## src/rtl/ymz_pcm_rom_sequencer.sv

```systemverilog
// ymz_pcm_rom_sequencer
// Sequences YMZ280B sample-ROM byte reads onto the three 4 MB SDRAM PCM bank
// ports (PCM, PCM1, PCM2). Each accepted request is registered and decoded on
// addr[23:22]. It then takes one of three paths:
//   - a one-entry last-byte cache hit,
//   - an out-of-range fill (bank code 2'b11),
//   - an SDRAM request with a stable CS/address held until OK or timeout.
// One byte is returned with a single-cycle ymz_valid.
//
// Ports
//   CLK96, RESET96            96 MHz clock, asynchronous active-high reset
//   flush                     invalidate the cache (ROM reload)
//   ymz_rd, ymz_addr          read strobe + 24-bit byte address
//   ymz_dout, ymz_valid       returned byte + one-cycle valid
//   ymz_wait                  request in flight (raised combinationally on accept)
//   pcm*_cs, pcm*_addr        registered bank chip select / address
//   pcm*_ok, pcm*_dout        per-bank SDRAM data-ready and data
//   err_timeout, err_overrun  sticky error flags, cleared by err_clr
module ymz_pcm_rom_sequencer #(
  parameter int unsigned BANK_AW   = 22,
  parameter int unsigned TIMEOUT   = 1023,
  parameter logic [7:0]  FILL_BYTE = 8'h00
) (
  input  logic               CLK96,
  input  logic               RESET96,
  input  logic               flush,
  input  logic               ymz_rd,
  input  logic [23:0]        ymz_addr,
  output logic [7:0]         ymz_dout,
  output logic               ymz_valid,
  output logic               ymz_wait,
  output logic               pcm_cs,
  output logic               pcm1_cs,
  output logic               pcm2_cs,
  output logic [BANK_AW-1:0] pcm_addr,
  output logic [BANK_AW-1:0] pcm1_addr,
  output logic [BANK_AW-1:0] pcm2_addr,
  input  logic               pcm_ok,
  input  logic               pcm1_ok,
  input  logic               pcm2_ok,
  input  logic [7:0]         pcm_dout,
  input  logic [7:0]         pcm1_dout,
  input  logic [7:0]         pcm2_dout,
  output logic               err_timeout,
  output logic               err_overrun,
  input  logic               err_clr
);

  typedef enum logic [2:0] {
    S_IDLE,
    S_HIT,
    S_FILL,
    S_REQ,
    S_DONE,
    S_TOUT
  } state_t;

  localparam logic [15:0] CNT_LAST = 16'(TIMEOUT - 1);

  state_t      state;
  logic [1:0]  bank;
  logic [15:0] cnt;
  logic        req_flushed;   // a flush arrived while this request was in flight
  logic [23:0] req_addr;
  logic [7:0]  data_q;

  logic        cache_valid;
  logic [23:0] cache_addr;
  logic [7:0]  cache_data;

  logic        busy;
  logic        accept;
  logic        hit;
  logic        sel_ok;
  logic [7:0]  sel_dout;

  // The valid cycle after DONE/TOUT is spent in IDLE, so it also counts as busy.
  // A strobe coinciding with ymz_valid is therefore dropped.
  assign busy     = (state != S_IDLE) || ymz_valid;
  assign accept   = ymz_rd && !busy;
  assign ymz_wait = busy || ymz_rd;
  // A flush in the same cycle as a matching strobe forces a miss.
  assign hit      = cache_valid && !flush && (cache_addr == ymz_addr);

  // Only the bank captured at accept time is honoured; the other OKs are ignored.
  // NOTE: every combinational output gets a default first so no latch is inferred.
  always_comb begin
    sel_ok   = 1'b0;
    sel_dout = 8'h00;
    case (bank)
      2'd0: begin sel_ok = pcm_ok;  sel_dout = pcm_dout;  end
      2'd1: begin sel_ok = pcm1_ok; sel_dout = pcm1_dout; end
      2'd2: begin sel_ok = pcm2_ok; sel_dout = pcm2_dout; end
      default: begin sel_ok = 1'b0; sel_dout = 8'h00; end
    endcase
  end

  // NOTE: sequential state uses non-blocking assignments only, so every register
  // samples the pre-edge values regardless of statement order.
  always_ff @(posedge CLK96 or posedge RESET96) begin
    if (RESET96) begin
      state       <= S_IDLE;
      bank        <= 2'd0;
      cnt         <= '0;
      req_flushed <= 1'b0;
      req_addr    <= '0;
      data_q      <= '0;
      // NOTE: the cache is a handful of flops, not a RAM, so it is reset
      // outright; reset must leave it invalid anyway.
      cache_valid <= 1'b0;
      cache_addr  <= '0;
      cache_data  <= '0;
      ymz_dout    <= '0;
      ymz_valid   <= 1'b0;
      pcm_cs      <= 1'b0;
      pcm1_cs     <= 1'b0;
      pcm2_cs     <= 1'b0;
      pcm_addr    <= '0;
      pcm1_addr   <= '0;
      pcm2_addr   <= '0;
      err_timeout <= 1'b0;
      err_overrun <= 1'b0;
    end else begin
      ymz_valid <= 1'b0;

      if (flush) cache_valid <= 1'b0;

      // err_clr wins over a flag being set in the same cycle.
      if (err_clr) begin
        err_timeout <= 1'b0;
        err_overrun <= 1'b0;
      end else begin
        if (ymz_rd && busy) err_overrun <= 1'b1;
        if (state == S_REQ && !sel_ok && cnt == CNT_LAST) err_timeout <= 1'b1;
      end

      case (state)
        S_IDLE: begin
          if (accept) begin
            req_addr <= ymz_addr;
            if (hit) begin
              ymz_dout  <= cache_data;
              ymz_valid <= 1'b1;
              state     <= S_HIT;
            end else if (ymz_addr[23:22] == 2'b11) begin
              ymz_dout  <= FILL_BYTE;
              ymz_valid <= 1'b1;
              state     <= S_FILL;
            end else begin
              bank        <= ymz_addr[23:22];
              cnt         <= '0;
              req_flushed <= 1'b0;
              case (ymz_addr[23:22])
                2'd0: begin pcm_cs  <= 1'b1; pcm_addr  <= ymz_addr[BANK_AW-1:0]; end
                2'd1: begin pcm1_cs <= 1'b1; pcm1_addr <= ymz_addr[BANK_AW-1:0]; end
                default: begin pcm2_cs <= 1'b1; pcm2_addr <= ymz_addr[BANK_AW-1:0]; end
              endcase
              state <= S_REQ;
            end
          end
        end

        S_HIT, S_FILL: state <= S_IDLE;

        S_REQ: begin
          if (sel_ok) begin
            pcm_cs  <= 1'b0;
            pcm1_cs <= 1'b0;
            pcm2_cs <= 1'b0;
            data_q  <= sel_dout;
            // A flush seen at any point during the request keeps this byte out
            // of the cache; it is still returned to the YMZ.
            if (!flush && !req_flushed) begin
              cache_valid <= 1'b1;
              cache_addr  <= req_addr;
              cache_data  <= sel_dout;
            end
            state <= S_DONE;
          end else if (cnt == CNT_LAST) begin
            pcm_cs  <= 1'b0;
            pcm1_cs <= 1'b0;
            pcm2_cs <= 1'b0;
            state   <= S_TOUT;
          end else begin
            cnt <= cnt + 16'd1;
            if (flush) req_flushed <= 1'b1;
          end
        end

        S_DONE: begin
          ymz_dout  <= data_q;
          ymz_valid <= 1'b1;
          state     <= S_IDLE;
        end

        S_TOUT: begin
          ymz_dout  <= FILL_BYTE;
          ymz_valid <= 1'b1;
          state     <= S_IDLE;
        end

        default: state <= S_IDLE;
      endcase
    end
  end

endmodule

```

## config.mk

```make
export PLATFORM = sky130hd
export DESIGN_NAME = ymz_pcm_rom_sequencer
export DESIGN_NICKNAME = d
export VERILOG_FILES = /design/src/rtl/ymz_pcm_rom_sequencer.sv
export SDC_FILE = /design/constraint.sdc
export NUM_CORES = 1
export LEC_CHECK = 0
export ABC_AREA = 1
export CAP_MARGIN = 20
export CORE_MARGIN = 4
export CORE_UTILIZATION = 57
export CTS_CLUSTER_DIAMETER = 40
export DETAILED_ROUTE_END_ITERATION = 7
export GPL_TIMING_DRIVEN = 0
export PLACE_DENSITY = 0.86
export SLEW_MARGIN = 25
export SYNTH_ARGS = -nofsm -noshare
export SYNTH_HDL_FRONTEND = slang
export SYNTH_SLANG_ARGS = --single-unit
```

## constraint.sdc

```tcl
create_clock -name CLK96 -period 10.5 [get_ports CLK96]
set_input_delay 3.15 -clock CLK96 [delete_from_list [all_inputs] [get_ports CLK96]]
set_output_delay 3.15 -clock CLK96 [all_outputs]
set_load 0.1 [all_outputs]
```

# Yosys cells after proc, flatten, opt, wreduce, memory -nomap -nowiden
# Index checks and enable logic that the tools add are counted.
dict set report word_totals {
  register_bits 167
  elab_cells 134
  in_bits 56
}
dict set report classes {
  mux 54
  n_reduce_logical 37
  bitwise 3
  add_sub_neg 1
  eq_ne 20
}
# cell n
set ops {}
lappend ops {{16-bit two-way mux} 5}
lappend ops {{8-bit case mux with 3 select lines} 2}
lappend ops {{1-bit two-way mux} 32}
lappend ops {{16-bit case mux with 2 select lines} 1}
lappend ops {{24-bit == test} 1}
lappend ops {{8-bit two-way mux} 3}
lappend ops {{6-bit AND reduction} 4}
lappend ops {{16-bit by 1-bit adder with 16-bit output, second input constant} 1}
lappend ops {{16-bit by 10-bit == test with 1-bit output, second input constant} 1}
lappend ops {{5-bit AND reduction} 3}
lappend ops {{2-bit inequality test, second input constant} 7}
lappend ops {{1-bit case mux with 2 select lines} 5}
lappend ops {{3-bit two-way mux} 3}
lappend ops {{1-bit logical AND} 7}
lappend ops {{7-bit AND reduction} 1}
lappend ops {{3-bit == test, second input constant} 2}
lappend ops {{3-bit case mux with 2 select lines} 1}
lappend ops {{2-bit AND reduction} 3}
lappend ops {{3-bit AND reduction} 2}
lappend ops {{2-bit nonzero test} 3}
lappend ops {{3-bit nonzero test} 2}
lappend ops {{2-bit by 1-bit == test with 1-bit output, second input constant} 2}
lappend ops {{2-bit == test, second input constant} 2}
lappend ops {{1-bit zero test} 4}
lappend ops {{12 further kinds} 18}

# Logic depth before layout (Yosys ltp)
dict set report depth {
  word_depth 7
  ltp_mapped 14
}

# Least setup slack after synthesis
# No wires, ideal clock.
dict set report synth_timing {
  path_kind {in2out}
  from {in ymz_rd}
  to {out ymz_wait}
  stages 2
  required_time_ns 7.350
  path_buffers 0
  arrival_ns 3.989
  setup_slack_ns 3.361
  path_cell_list {inv_1 -> nand3_1}
}
dict set report synth_between {
  elab_chain_len 1
}
# item line_no
set synth_lines {}
lappend synth_lines {{start, declared} 27} ;# input logic ymz_rd,
lappend synth_lines {{1-bit logical OR} 81} ;# assign ymz_wait = busy || ymz_rd;
lappend synth_lines {{end, declared} 31} ;# output logic ymz_wait,
# Every way passes these cells.

# Final worst setup path
# Ends and elaborated chain as after synthesis.

==> impl_summary.md <==
Yosys
The number of synthesized register bits is 167. The average footprint of a synthesized cell is 8.16 um^2. In the post-synthesis netlist, the biggest area contributors are sky130_fd_sc_hd__dfrtp_1 (55%), sky130_fd_sc_hd__nand2_1 (18%), sky130_fd_sc_hd__o21ai_1 (4.3%). The share of the Yosys chip area taken by registers is 0.550. The number of unique standard cell types used by synthesis is 37.

The total number of yosys warnings is 0. The netlist area before placement is 7600 um^2. Counting flops with a built-in enable in the synthesized netlist gives 0. The library cell with the highest instance count after synthesis is sky130_fd_sc_hd__nand2_1. In the synthesized netlist the async set-or-reset flop fraction comes to 1.00.

After synthesis, the most frequently instantiated cells are sky130_fd_sc_hd__nand2_1 (369), sky130_fd_sc_hd__dfrtp_1 (167), sky130_fd_sc_hd__o21ai_1 (66). The cell type contributing the most total cell area after synthesis is sky130_fd_sc_hd__dfrtp_1. In the synthesized netlist the dominant register cell turns out to be sky130_fd_sc_hd__dfrtp_1. The net count of the mapped netlist is 990. The post-synthesis instance total is 932.

The share of synthesized area in the top cell type comes to 0.550.

STA
The actual slew at the worst max-slew pin is 1010 ps. The number of endpoints with negative hold slack in the final report is 0. The part of the cycle the worst path needs is 0.768. The final setup skew is 7.81 ps. For the final routed database, the setup TNS stands at 0 ps.

The worst hold-check slack is 473 ps. The final critical delay including setup and external delays is 8070 ps. The headroom to the max-slew limit is 0.324. The number of max-slew violations in the final report was 0. Setup repair after global routing left no endpoint under its margin.

Setup violations remaining at the end of the flow were counted as 0. Timing would allow up to 124 MHz.

Place
Port buffering added 136 buffers. Once detailed placement completed, the half-perimeter wirelength came to 14,200 um. Once placement finished, the instance area stood at 9220 um^2.

The congestion estimate from routability-driven global placement came to 0.930.

CTS
The buffer count from post-CTS setup fixing is 0. The clock tree synthesis step divided the H-tree into 4 levels. After clock tree synthesis, the repair step resized 0 gates. The post-CTS clock slew at the launch and capture registers of the worst setup and hold paths is 60 ps. The number of CTS-inserted buffers is 17. The clock passes through at most 2 buffers. TritonCTS built the clock tree. CTS placed an instance of sky130_fd_sc_hd__clkbuf_16 at the clock tree root.

The clock insertion delay at the later pin of the skew report is 430 ps. CTS saw 167 sinks. The cts-stage hold buffer count is 0.

Drt
The final routed DRC violation total is 0. After the first detailed-routing iteration, the DRC count stood at 713. The via density per instance is 5.43. The post-detailed-route count of antenna-violating nets is 0. The first-pass iteration count of the detailed router is 5. In the final routed layout, each cell accounts on average for 15.8 um. Summed over all layers, the routed wires come to 20,100 um. The via count of the routed design is 6,911.

Die
The die covers 15,300 um^2. Measured along the x axis, the die boundary spans 123 um. Measured along the y axis, the die boundary spans 123 um.

The number of primary I/O pins is 137. The effective utilization at floorplan is 0.593. The row count is 41. The floorplan step defined a core boundary enclosing 12,800 um^2.

Run status
The flow ran to the end, and the final reports show no timing, DRC or antenna violations.

Cells and area
The multi-input combinational cells in the finished layout cover a total of 2990 um^2. The number of fill cells in the layout is 889. The area overhead of the layout relative to synthesis is 28.4%.

The number of antenna diodes in the final layout is 0. In the final layout, flip-flops and latches occupy 4180 um^2. The total non-filler cell area in the finished layout is 9760 um^2. The share of cells above drive strength 1 is 0.0754. The number of nets in the final layout is 1,146.

Min path
The worst min-delay path category is register to register.

Global routing
The number of global-route vias before repair is 6,634. Entering global routing, the biggest net connects 90 pins. The number of antenna violations at the first check in global routing is 0. The global route total overflow is 0. The first global-routing pass estimated 32,600 um of wire. Across every metal layer, demand over resource in global routing totals 0.278.

Job
The tool flagged a number of max-cap violations equal to 0.

Setup path
For the worst setup path, the data required time is 7350 ps. The critical path class is input pin to primary output. Of all nets on the critical path, the largest fanout is 2. STA classifies the critical path startpoint as an input pin. STA puts the critical path data arrival time at 4920 ps.

The endpoint class of the critical path is a primary output.
placed cells by master, fill, tap and decap left out, types with 3 or more instances in the layout:
cell type and count:
sky130_fd_sc_hd__inv_2 4, sky130_fd_sc_hd__clkbuf_16 17, sky130_fd_sc_hd__nor3_4 3, sky130_fd_sc_hd__dfrtp_1 167, sky130_fd_sc_hd__nand2_1 369, sky130_fd_sc_hd__clkdlybuf4s50_1 136, sky130_fd_sc_hd__nor2_1 54, sky130_fd_sc_hd__nand2_2 7
sky130_fd_sc_hd__inv_6 4, sky130_fd_sc_hd__nor3b_1 5, sky130_fd_sc_hd__xor2_1 7, sky130_fd_sc_hd__nand4_1 7, sky130_fd_sc_hd__buf_2 18, sky130_fd_sc_hd__xnor2_1 7, sky130_fd_sc_hd__inv_1 63, sky130_fd_sc_hd__nor3_1 6
sky130_fd_sc_hd__clkinv_2 3, sky130_fd_sc_hd__clkbuf_1 11, sky130_fd_sc_hd__a21oi_1 5, sky130_fd_sc_hd__nor2_2 4, sky130_fd_sc_hd__o21ai_1 66, sky130_fd_sc_hd__nand3_1 51, sky130_fd_sc_hd__o21ai_0 54, sky130_fd_sc_hd__clkinv_4 3
logic make-up (layout without fill, tap and decap cells):
family | after synthesis | in the layout | share of synthesized area
AOI/OAI and AO/OA | 129 | 129 | 0.0861
xor gates and xnor gates | 14 | 14 | 0.0161
DFF | 167 | 167 | 0.550
and+or+nand+nor | 518 | 518 | 0.288
adders and majority gates | 2 | 2 | 0.00329
buffers and inverters | 102 | 271 | 0.0566
worst paths after layout:
check                         startpoint              to  slack (ps)  depth (start not counted)
max in group asynchronous        RESET96    pcm2_addr[7]        6500                          3
max reg2reg                      bank[0]  cache_addr[10]        8240                          7
min reg2reg                cache_data[5]   cache_data[5]         470                          2
max                               ymz_rd        ymz_wait        2430                          4
min                        cache_data[5]   cache_data[5]         470                          2
min in group asynchronous        RESET96    pcm_addr[19]        3220                          2
sequential cells by signal (all words and copies together), names as in the netlist:
| register | flops |
|---|---|
| cache_addr | 24 |
| req_addr | 24 |
| pcm1_addr | 22 |
| pcm2_addr | 22 |
| pcm_addr | 22 |
| cnt | 16 |
| cache_data | 8 |
| data_q | 8 |
| ymz_dout | 8 |
| state | 3 |
| bank | 2 |
| cache_valid | 1 |
| err_overrun | 1 |
| err_timeout | 1 |
| pcm1_cs | 1 |
| pcm2_cs | 1 |
| pcm_cs | 1 |
| req_flushed | 1 |
| ymz_valid | 1 |
worst max-delay path, cell delays in order:
cell	delay, ps
sky130_fd_sc_hd__clkdlybuf4s50_1	480
sky130_fd_sc_hd__inv_1	80
sky130_fd_sc_hd__nand3_1	80
sky130_fd_sc_hd__clkdlybuf4s50_1	1130
routing by layer:
metal,GRT usage,vias up,routed length [um]
met1,0.393,3344,8690
met2,0.418,247,9410
met3,0.0508,42,1440
met5,0,-,0
met4,0.129,0,553
li1,-,3278,-
per-stage QoR:
step	setup slack [ps]	util	instances
final	2430	0.761	1273
after global placement	737	0.716	1240
after floorplan	2830	-	932
after CTS	2420	0.761	1273
after detailed placement	2430	0.719	1241
after global routing	2390	0.761	1273
area by class of cell:
class                   count  area share
plain buffers              32      0.0169
inverters                  70      0.0279
multi-input cells         663       0.307
clock buffers              20      0.0468
clock inverters            12     0.00936
repair buffers            137       0.142
flip-flops and latches    167       0.428
well taps                 172      0.0220
Power is left out: the tool's default activity adds up to more than one toggle a clock period on the data nets, which glitch-free logic cannot reach.
